$ cat config.mk
export PLATFORM = sky130hd
export DESIGN_NAME = load_store_unit
export DESIGN_NICKNAME = d
export VERILOG_FILES = /design/src/rtl/load_store_unit.sv
export SDC_FILE = /design/constraint.sdc
export NUM_CORES = 1
export LEC_CHECK = 0
export ABC_CLOCK_PERIOD_IN_PS = 1500
export CAP_MARGIN = 20
export CORE_UTILIZATION = 25
export DETAILED_ROUTE_END_ITERATION = 6
export DONT_BUFFER_PORTS = 1
export GPL_ROUTABILITY_DRIVEN = 0
export PLACE_DENSITY_LB_ADDON = 0.08
export SYNTH_ARGS = -nofsm -noshare
export SYNTH_HDL_FRONTEND = slang
export SYNTH_SLANG_ARGS = --single-unit
$ cat constraint.sdc
create_clock -name clk -period 1.5 [get_ports clk]
set_input_delay 0.3 -clock clk [delete_from_list [all_inputs] [get_ports clk]]
set_output_delay 0.3 -clock clk [all_outputs]
set_load 0.005 [all_outputs]
$ cat src/rtl/load_store_unit.sv
// RV32I load/store unit: one access at a time against a combinational-read,
// clocked-write data memory; sub-word stores are done as read-modify-write.
module load_store_unit (
  input  logic        clk,
  input  logic        rst,
  input  logic        req_valid,
  output logic        req_ready,
  input  logic        req_we,
  input  logic [2:0]  req_funct3,
  input  logic [31:0] req_addr,
  input  logic [31:0] req_wdata,
  output logic        resp_valid,
  output logic [31:0] resp_rdata,
  output logic        resp_err,
  output logic [31:0] mem_addr,
  output logic [31:0] mem_wr_data,
  input  logic [31:0] mem_rd_data,
  output logic        mem_read,
  output logic        mem_write
);

  typedef enum logic [2:0] {IDLE, LOAD, STORE, RMW_RD, RMW_WR, RESP} state_t;

  state_t      state_q, state_n;
  logic        live_q;
  logic        we_q;
  logic [2:0]  f3_q;
  logic [31:0] addr_q;
  logic [31:0] wdata_q;
  logic [31:0] word_q;
  logic        err_q;

  logic        accept;
  logic        req_err;
  logic        wrap;

  assign accept = req_valid & req_ready;
  assign wrap   = req_addr > 32'hFFFF_FFFC;

  always_comb begin
    req_err = 1'b1;
    case (req_funct3)
      3'b000:  req_err = wrap;
      3'b001:  req_err = req_addr[0] | wrap;
      3'b010:  req_err = req_addr[1:0] != 2'b00;
      3'b100:  req_err = req_we | wrap;
      3'b101:  req_err = req_we | req_addr[0] | wrap;
      default: req_err = 1'b1;
    endcase
  end

  always_comb begin
    state_n = state_q;
    case (state_q)
      IDLE: begin
        if (accept) begin
          if (req_err)                  state_n = RESP;
          else if (!req_we)             state_n = LOAD;
          else if (req_funct3 == 3'b010) state_n = STORE;
          else                          state_n = RMW_RD;
        end
      end
      LOAD, STORE, RMW_WR: state_n = RESP;
      RMW_RD:              state_n = RMW_WR;
      RESP:                state_n = IDLE;
      default:             state_n = IDLE;
    endcase
  end

  // live_q keeps req_ready low until the first clock edge after reset release
  always_ff @(posedge clk or negedge rst) begin
    if (!rst) begin
      state_q <= IDLE;
      live_q  <= 1'b0;
      we_q    <= 1'b0;
      f3_q    <= '0;
      addr_q  <= '0;
      wdata_q <= '0;
      word_q  <= '0;
      err_q   <= 1'b0;
    end else begin
      state_q <= state_n;
      live_q  <= 1'b1;
      if (accept) begin
        we_q    <= req_we;
        f3_q    <= req_funct3;
        addr_q  <= req_addr;
        wdata_q <= req_wdata;
        err_q   <= req_err;
      end
      if (state_q == LOAD || state_q == RMW_RD)
        word_q <= mem_rd_data;
    end
  end

  assign req_ready  = live_q && (state_q == IDLE);
  assign mem_read   = (state_q == LOAD)  || (state_q == RMW_RD);
  assign mem_write  = (state_q == STORE) || (state_q == RMW_WR);
  assign mem_addr   = (mem_read || mem_write) ? addr_q : '0;
  assign resp_valid = (state_q == RESP);
  assign resp_err   = resp_valid && err_q;

  always_comb begin
    mem_wr_data = '0;
    if (state_q == STORE)
      mem_wr_data = wdata_q;
    else if (state_q == RMW_WR)
      mem_wr_data = f3_q[0] ? {word_q[31:16], wdata_q[15:0]}
                            : {word_q[31:8],  wdata_q[7:0]};
  end

  always_comb begin
    resp_rdata = '0;
    if (resp_valid && !err_q && !we_q) begin
      case (f3_q)
        3'b000:  resp_rdata = {{24{word_q[7]}}, word_q[7:0]};
        3'b100:  resp_rdata = {24'h000000, word_q[7:0]};
        3'b001:  resp_rdata = {{16{word_q[15]}}, word_q[15:0]};
        3'b101:  resp_rdata = {16'h0000, word_q[15:0]};
        3'b010:  resp_rdata = word_q;
        default: resp_rdata = '0;
      endcase
    end
  end

endmodule

==> After elaboration in Yosys (flattened, before gate mapping) <==
Cells that the tools add are included.
{ "classes": {"magnitude_cmp": 1, "n_eq_ne": 14, "muxes": 12, "bitwise": 5, "n_reduce_logical": 14} }
{ "ops": {"columns": ["op", "n"], "rows": [
  ["one-hot mux 32 bit (5 select lines)", 1],
  ["two-way mux 32 bit", 4],
  ["greater-than comparator 32 bit (second input constant)", 1],
  ["== test 3 bit (second input constant)", 6],
  ["two-way mux 16 bit", 1],
  ["== test 3 x 2 -> 1 bit (second input constant)", 4],
  ["== test 3 x 1 -> 1 bit (second input constant)", 3],
  ["zero test 3 bit", 3],
  ["one-hot mux 3 bit (3 select lines)", 1],
  ["two-way mux 3 bit", 2],
  ["one-hot mux 1 bit (5 select lines)", 1],
  ["logical AND 1 bit", 4],
  ["OR 1 bit", 4],
  ["logical OR 1 bit", 3],
  ["OR reduction 3 bit", 1],
  ["zero test 1 bit", 2],
  ["two-way mux 2 bit", 1],
  ["!= test 2 bit (second input constant)", 1],
  ["nonzero test 2 bit", 1],
  ["AND 1 bit", 1],
  ["two-way mux 1 bit", 1]
]} }
{ "totals": {"reg_bits": 105, "output_inout_bits": 101} }

==> Longest topological paths before layout <==
Gate-level depths: netlist (run 1).
{ "depth": {"ltp_word": 6, "depth_mapped": 6, "mapped_depth_nobuf": 4} }

==> Worst setup path before layout (run 1) <==
Ideal clock, no wire load.
{ "synth_path": {"kind": "register to output", "startpoint": "register f3_q[0]", "endpoint": "output port resp_rdata[21]", "t_arrival_ps": 1342, "required_ps": 1200, "setup_slack_ps": -142, "stages_incl_launch_ff": 7, "cell_sequence": "dfrtp_1 > nor2_2 > and2_1 > buf_2 > buf_2 > nand2_1 > a21oi_1"} }
{ "synth_via": {"elab_chain_len": 3, "elab_cells_between_ends": 7, "classes_between": "eq/ne (4); mux (2); reduce/logical (1)"} }
{ "synth_lines": {"columns": ["item", "line_no", "rtl"], "rows": [
  ["from (decl)", "27", "logic [2:0] f3_q;"],
  ["from (signal assigned)", "86", "f3_q <= req_funct3;"],
  ["== test 3 x 2 -> 1 bit (tied with other cells)", "115", "case (f3_q)"],
  ["one-hot mux 32 bit (5 select lines) (*)", "115", null],
  ["two-way mux 32 bit (*)", "114", "if (resp_valid && !err_q && !we_q) begin"],
  ["to (decl)", "13", "output logic [31:0] resp_rdata,"]
]} }
Mark *: on every way between the ends. The rest lies on a longest branch, timed or not.

==> Worst setup path in the final report (run 1) <==
{ "layout_path": {"startpoint": "register f3_q[0]", "endpoint": "output port resp_rdata[20]"} }
The elaborated chain is that of the path after synthesis.

==> reports/summary.md, run 1 <==
Along the worst path, the maximum fanout reaches 7. Relative to the synthesized area, the layout overhead comes to 42.26%. For this run, the leading register cell type out of synthesis is sky130_fd_sc_hd__dfrtp_1. The floorplan has 51 rows. By area the synthesized netlist is led by sky130_fd_sc_hd__dfrtp_1, sky130_fd_sc_hd__mux2_2, sky130_fd_sc_hd__and2_1. VDD sags by at most 782.6 µV.

TritonCTS built the clock tree. The flow ran to the end, but the final reports show violations. Counting instances in the post-synthesis netlist gives the leading cell types as sky130_fd_sc_hd__dfrtp_1, sky130_fd_sc_hd__mux2_2, sky130_fd_sc_hd__and2_1. The reg-to-reg endpoint was addr_q[6]. In this run the mean area of a mapped cell was 11.96 µm².

The logs give -0.36 ns for the setup slack on the worst flop-to-flop path and 0 for the initial antenna violation count. The first routing iteration left 76 violations. The total non-filler cell area in the finished layout was 7214 µm²; the number of placed instances with taps included was 711. The routed length per instance was 21.59 µm; the endpoint arrival time on the critical path was 1.66 ns. The tools report the final antenna-violating net count as 0.

For the final database, setup skew stands at 0.009215 ns. Setup repair after global routing could not meet its margin everywhere. Summed over all cells, the static leakage comes to 3.131 nW.

The logs give 4 for the detailed-router iteration count before antenna repair and 190 for the setup-violating endpoint count in the final report. The number of cells on the worst reg-to-reg path is 7. Area of the die: 20,860 µm². After technology mapping, the gate count stands at 424. The number of nets handed over by synthesis was 527. For the total global routing overflow, the log shows 0. The final reports fail on hold timing, setup timing. Kind of capture point of the worst setup path: an output port.

The count of unique library cells instantiated by Yosys was 36; the maximum number of buffers from clock root to sink was 2. After synthesis, the largest area contributor takes up 51.81% of total cell area. The first global-routing pass estimated 22,940 µm of wire. In the synthesized netlist the async set-or-reset flop fraction comes to 100.0%. Detailed routing placed a total of 8440 µm of wire on met2. The highest metal layer carrying signal wires in the routed design is met4. The later pin in the worst-skew pair is clocked with a latency of 0.35 ns. The tools report the kind of start point of the critical path as a register.

The critical setup path kind was reg2out. The multiplexer share of the synthesized area is 22.40%, and the register bit count reported by yosys is 105. The final worst setup slack came out at -0.4623 ns. The clock slew at the register clock pins of the worst setup and hold paths is 0.07 ns.

Critical path endpoint: resp_rdata[20]. The number of enable flip-flop cells after synthesis is 0. Biggest area consumer among synthesized cells: sky130_fd_sc_hd__dfrtp_1. The overall die height came out at 144.4 µm. Final hold violation count: 105. The logs give 16,450 µm for the post-detailed-routing wire length and 5842 µm² for the placed instance area.

The launch point of the worst reg-to-reg path is state_q[0]. The tools report the filler cell count in the final layout as 1,968. The portion of the post-synthesis area used by sequential elements came out at 51.81%. In this run the clock root is driven by a sky130_fd_sc_hd__clkbuf_16.

The repair_antennas step left the layout with diodes totalling 0. The total routed wire length on the met1 layer is 6590 µm, and the maximum number of pins on one net before global-route repair is 106. Counting the buffers created by CTS gives 9. Upper clock frequency limit: 0.5096 GHz. Data on the critical path is required at its endpoint by 1.20 ns.

The hold slack was -0.3535 ns. Among all cell types in the netlist, the one instantiated most often is sky130_fd_sc_hd__dfrtp_1. Cells with a size suffix above 1 make up 60.76% of the layout. After Yosys synthesis, full adders, half adders and majority gates account for 0% of the synthesized area. Minimum setup slack after placement: -0.2258 ns. The worst hold path belongs to the class in2async. The via count of the first global-routing pass was 3,864; the complex-gate fraction of the synthesized area was 8.142%.

The time the final worst path needs with I/O delays and setup is 1.962 ns, and the starting density of the core is 25.80%. Max-cap violations in this run came to 0. The number of sinks handled by clock tree synthesis is 105, and the core outline area is 19,650 µm².

In the final design database the tool counted 595 nets. The count of cells in the finished layout, fillers not included, comes to 762. The Yosys step of the flow raised 0 warnings.

The die is 144.4 µm wide. The HPWL after detailed placement is 10,410 µm. Dividing total power by cell area gives a power density of 2294 nW/µm².

The DRC violation count after routing was 0. The summed instance area of the synthesized netlist was 5071 µm². Wire segments on met3 add up to 1327 µm in the final route. Global routing used 14.91% of the available tracks. The count of buffers added on input and output ports is 0. The synthesized netlist devotes 0.1727% of its cell area to XOR and XNOR gates. The average vias per placed instance was 4.673. The dominant combinational cell family by area after synthesis was multiplexers. The launching instance or port of the critical path was f3_q[0]. The routed via count is 3,561, and the number of max-slew violations in the final report is 0. Of the total synthesized cell area, the portion taken by AND, OR, NAND and NOR gates is 13.89%. Dividing the final minimum period by the clock period gives 130.8%.

The top-level I/O count is 204. For the H-tree depth, the log shows 3.
-- sequential cells by signal, indices dropped and copies added (netlist names) --
register	flops
wdata_q	32
word_q	32
err_q	1
state_q	3
f3_q	3
addr_q	32
live_q	1
we_q	1
-- worst max-delay path, cell delays in order, from the launching register on --
cell,delay [ns]
sky130_fd_sc_hd__dfrtp_2,0.44
sky130_fd_sc_hd__buf_6,0.14
sky130_fd_sc_hd__nor2_4,0.10
sky130_fd_sc_hd__and2_4,0.16
sky130_fd_sc_hd__buf_12,0.13
sky130_fd_sc_hd__nand2_4,0.06
sky130_fd_sc_hd__a21oi_4,0.17
sky130_fd_sc_hd__buf_6,0.11
-- cells in the final DEF (no fill, tap or decap), types with 2 or more instances in the layout --
| cell type | instances |
|---|---|
| sky130_fd_sc_hd__a2bb2oi_2 | 4 |
| sky130_fd_sc_hd__mux2_2 | 79 |
| sky130_fd_sc_hd__nor2b_4 | 8 |
| sky130_fd_sc_hd__buf_8 | 5 |
| sky130_fd_sc_hd__clkbuf_16 | 18 |
| sky130_fd_sc_hd__nand2_2 | 11 |
| sky130_fd_sc_hd__buf_6 | 28 |
| sky130_fd_sc_hd__nor2_2 | 4 |
| sky130_fd_sc_hd__clkinvlp_4 | 2 |
| sky130_fd_sc_hd__nor2_1 | 7 |
| sky130_fd_sc_hd__a2bb2oi_1 | 3 |
| sky130_fd_sc_hd__nand2_1 | 25 |
| sky130_fd_sc_hd__buf_12 | 17 |
| sky130_fd_sc_hd__a21oi_2 | 12 |
| sky130_fd_sc_hd__buf_4 | 24 |
| sky130_fd_sc_hd__a21oi_4 | 3 |
| sky130_fd_sc_hd__buf_16 | 2 |
| sky130_fd_sc_hd__a22o_4 | 4 |
| sky130_fd_sc_hd__nand2_4 | 2 |
| sky130_fd_sc_hd__dfrtp_2 | 4 |
| sky130_fd_sc_hd__mux2_4 | 21 |
| sky130_fd_sc_hd__clkinv_2 | 2 |
| sky130_fd_sc_hd__a22o_1 | 20 |
| sky130_fd_sc_hd__dfrtp_1 | 101 |
| sky130_fd_sc_hd__o21ai_1 | 2 |
| sky130_fd_sc_hd__nor2_4 | 4 |
| sky130_fd_sc_hd__and2_4 | 32 |
| sky130_fd_sc_hd__and2b_1 | 2 |
| sky130_fd_sc_hd__a21oi_1 | 3 |
| sky130_fd_sc_hd__and2_1 | 12 |
| sky130_fd_sc_hd__nand4_1 | 7 |
-- per-layer routing --
metal	up-vias	GRT usage (%)
li1	1632	-
met1	1797	17.95
met2	127	25.48
met3	5	5.596
met4	0	2.493
met5	-	0
-- report_power, final --
part	leakage [nW]	switching [W]	total, W	internal [W]
Clock	0.135	0.00112	0.00229	0.00118
Combinational	1.75	0.00357	0.00895	0.00538
Sequential	1.25	0.00104	0.00531	0.00427
Total	3.13	0.00573	0.0166	0.0108
-- how the worst min path moves through the flow --
stage	startpoint	end	slack, ns	depth (start not counted)
2_1_floorplan	rst	addr_q[0]	0.004	0
3_3_place_gp	rst	word_q[13]	0.008	0
3_5_place_dp	rst	word_q[5]	0.009	0
4_1_cts	rst	word_q[14]	-0.38	0
5_1_grt	rst	word_q[5]	-0.39	0
6_report	rst	word_q[13]	-0.35	0
-- cell families after synthesis --
logic type | count (synthesis)
AOI/OAI and AO/OA | 57
xor gates and xnor gates | 1
buffers and inverters | 30
DFF | 105
muxes | 101
other | 1
and+or+nand+nor | 129
-- stage by stage --
step	utilization [%]	power, W	TNS, ns
finish	36.71	0.01655	-60.06
global placement	29.72	0.01118	-14.25
global route	36.71	0.01764	-73.72
CTS	34.20	0.01524	-60.06
detailed placement	29.72	0.01127	-14.44
floorplan	-	0.009067	-1.249
-- timing repair --
item	in CTS	in global routing
gates cloned	5	10
resized for setup	95	86
pin swaps	38	30
setup endpoints to repair	170	202
setup buffers	18	11
hold endpoints to repair	105	105
-- layout make-up --
cell class / instances / area (µm²) / share of cell area [%]
clock inverter: 6 / 42.54 / 0.5897
multi-input combinational: 289 / 2770 / 38.40
clock buffer: 10 / 239.0 / 3.313
sequential: 105 / 2633 / 36.49
inverter: 2 / 7.507 / 0.1041
timing repair buffer: 85 / 1191 / 16.51
tap: 265 / 331.6 / 4.596
(Power assumes the default switching activity.)
==> run 2: changes to the inputs <==
CORE_ASPECT_RATIO = 0.6   (was unset)
REMOVE_ABC_BUFFERS = 1   (was unset)
==> reports/summary.md, run 2 (synthesized netlist as in run 1, its figures left out) <==
The run finished, with violations left. The final reports fail on hold timing, setup timing. The share of the cycle needed by the critical path after routing is 134.6% (+3.8 points), and the utilization after layout is 38.52% (+1.8 points).

Compared with the post-synthesis result, the final layout area differs by 47.52%. The final antenna-violating net count came out at 0 (unchanged). The DRC violation count after routing was 0 (unchanged). The DRC marker count from the first detailed-route iteration came out at 84 (+11%). Worst path required time: 1.20 ns (about the same).

The static leakage power came out at 3.241 nW (+3.5%). In this run the most used layer during global routing was met1. The endpoint arrival time on the critical path was 1.72 ns (+0.06 ns). For the max-capacitance violation count, the log shows 0 (unchanged).

The number of max-slew violations in the final report is 0 (unchanged). For the final worst setup slack, the log shows -0.5189 ns (-0.05660 ns). The via count of the first global-routing pass was 3,798 (-1.7%). The worst setup path is captured at an output port. The most common cell after layout, fill and taps aside was sky130_fd_sc_hd__dfrtp_1. The area of the die is 20,880 µm² (about the same). The biggest fanout along the worst timing path was 6 (-1). For the starting density of the core, the log shows 26.11% (+0.31 points). The clock skew after layout was 0.002556 ns (-0.006659 ns); the routed via count was 3,724 (+4.6%).

The logs give 3 (unchanged) for the H-tree depth and 0 (unchanged) for the initial antenna violation count. The insertion delay of the later-clocked pin in the worst-skew pair came out at 0.36 ns (about the same). By startpoint and endpoint, the worst setup path is classified as reg2out.

For the fraction of met3 tracks used by global routing, the log shows 7.138% (+1.5 points). The global routing met2 resource utilization was 20.15% (-5.3 points). The core outline area is 19,420 µm² (-1.2%), and the clock slew at the register clock pins of the worst setup and hold paths is 0.07 ns (about the same).

Peak supply drop: 770.6 µV (-1.5%). The largest registers in the layout are addr_q: 32 flops, wdata_q: 32 flops, word_q: 32 flops. The run gives 204 (unchanged) as the top-level I/O count. The time the final worst path needs with I/O delays and setup is 2.019 ns (+0.05660 ns). The post-detailed-routing wire length is 17,180 µm (+4.4%). Number of sinks handled by clock tree synthesis: 105 (unchanged).

The x dimension of the die is 185.9 µm (+29%). TritonCTS built the clock tree. Kind of start point of the critical path: a register. Type of the worst min-delay path: in2async. Detailed-router iteration count before antenna repair: 4 (unchanged).

The fraction of final layout cells with drive strength greater than 1 was 60.67% (-0.093 points); the total global routing track utilization was 15.76% (+0.86 points). The tools report the clock buffer count from CTS as 9 (unchanged). The tools report the global-route wire length before repair as 23,830 µm (+3.9%).

The met1 demand-to-capacity share in global routing is 23.22% (+5.3 points). For the setup-violating endpoint count in the final report, the log shows 199 (+4.7%). The run gives 605 (+1.7%) as the number of nets at the end of the flow. The tools report the total number of placement rows as 39 (-24%).

The tools report the hold slack as -0.3724 ns (-0.01887 ns). The routed length per instance is 22.25 µm (+3.1%). The root cell of the clock tree is sky130_fd_sc_hd__clkbuf_16. Final hold violation count: 105 (unchanged). Leaving out fill and tap cells, the most frequent cells in the layout are sky130_fd_sc_hd__dfrtp_1, sky130_fd_sc_hd__mux2_2, sky130_fd_sc_hd__and2_4, sky130_fd_sc_hd__nand2_1.

The power density over the cells came out at 2353 nW/µm² (+2.6%). Setup repair after global routing could not meet its margin everywhere. Maximum number of buffers from clock root to sink: 2 (unchanged). The diode insertion count for antenna repair was 0 (unchanged); the overall die height was 112.3 µm (-22%). The average vias per placed instance was 4.824 (+3.2%). The post-detailed-placement half-perimeter wirelength is 10,290 µm (-1.2%).

The maximum number of pins on one net before global-route repair was 106 (unchanged); the upper clock frequency limit was 0.4953 GHz (-2.8%). Port buffer count: 0 (unchanged). The total global routing overflow is 0 (unchanged).
## run 2: changes by cell type in the layout (fill, tap and decap cells not counted), moves of 6 or more
cell / change
sky130_fd_sc_hd__and2_1: -7
sky130_fd_sc_hd__and2_4: +7
sky130_fd_sc_hd__buf_16: +11
sky130_fd_sc_hd__buf_6: -6
sky130_fd_sc_hd__mux2_2: -7
sky130_fd_sc_hd__mux2_4: +7
sky130_fd_sc_hd__nand2_1: +6
## run 2: worst paths after layout
kind                       cells after the start  slack [ns]              to    startpoint
min in group clk                               1        0.08      addr_q[21]  req_addr[21]
hold reg to reg                                1        0.50      wdata_q[6]    wdata_q[6]
max in group asynchronous                      0        1.72      state_q[1]           rst
setup / recovery                               6       -0.52  resp_rdata[29]    state_q[0]
setup reg to reg                               8       -0.40      wdata_q[9]    state_q[0]
hold / removal                                 0       -0.37      word_q[17]           rst
## run 2: metal layers
metal / wire length [µm] / part of all wire [%] / vias up
met5: 0 / 0 / -
met1: 8700 / 51 / 1925
li1: - / - / 1647
met3: 1635 / 9.5 / 11
met2: 6660 / 39 / 141
met4: 181 / 1.1 / 0
## run 2: power breakdown
group / total [W] / internal (W) / switching, W
Clock: 0.00242 / 0.00128 / 0.00114
Combinational: 0.00997 / 0.00601 / 0.00396
Sequential: 0.00521 / 0.00426 / 0.000948
## run 2: repair_timing
action / CTS / global route
pin swaps: 13 / 24
gates cloned: 15 / 7
hold endpoints to repair: 105 / 105
endpoints found under the setup margin: 181 / 197
resized for setup: 105 / 96
buffers inserted: 18 / 10
## run 2: layout make-up
class | instances | area [µm²]
inverter | 2 | 7.507
clock buffer | 10 | 229.0
fill | 1900 | 11940
tap | 266 | 332.8
clock inverter | 5 | 57.56
timing repair buffer | 94 | 1441
multi-input combinational | 290 | 2781
sequential | 105 | 2631
## run 2: per-stage QoR
step	power (W)	setup slack, ns	instance area, µm²	TNS (ns)	instances
5_1_grt	0.01861	-0.5801	7481	-81.22	772
6_report	0.01760	-0.5189	7481	-70.86	772
3_5_place_dp	0.01109	-0.3549	5709	-16.00	710
2_1_floorplan	0.008666	-1.007	4901	-87.22	396
4_1_cts	0.01599	-0.5134	6908	-66.60	757
3_3_place_gp	0.01102	-0.3056	5709	-15.89	710
## run 2: critical path: stages, from the launching register on
cell and delay [ns]:
sky130_fd_sc_hd__dfrtp_2 0.42, sky130_fd_sc_hd__buf_6 0.13, sky130_fd_sc_hd__and3b_2 0.25, sky130_fd_sc_hd__nand3_4 0.12, sky130_fd_sc_hd__buf_12 0.16, sky130_fd_sc_hd__clkbuf_16 0.17, sky130_fd_sc_hd__a21oi_4 0.12
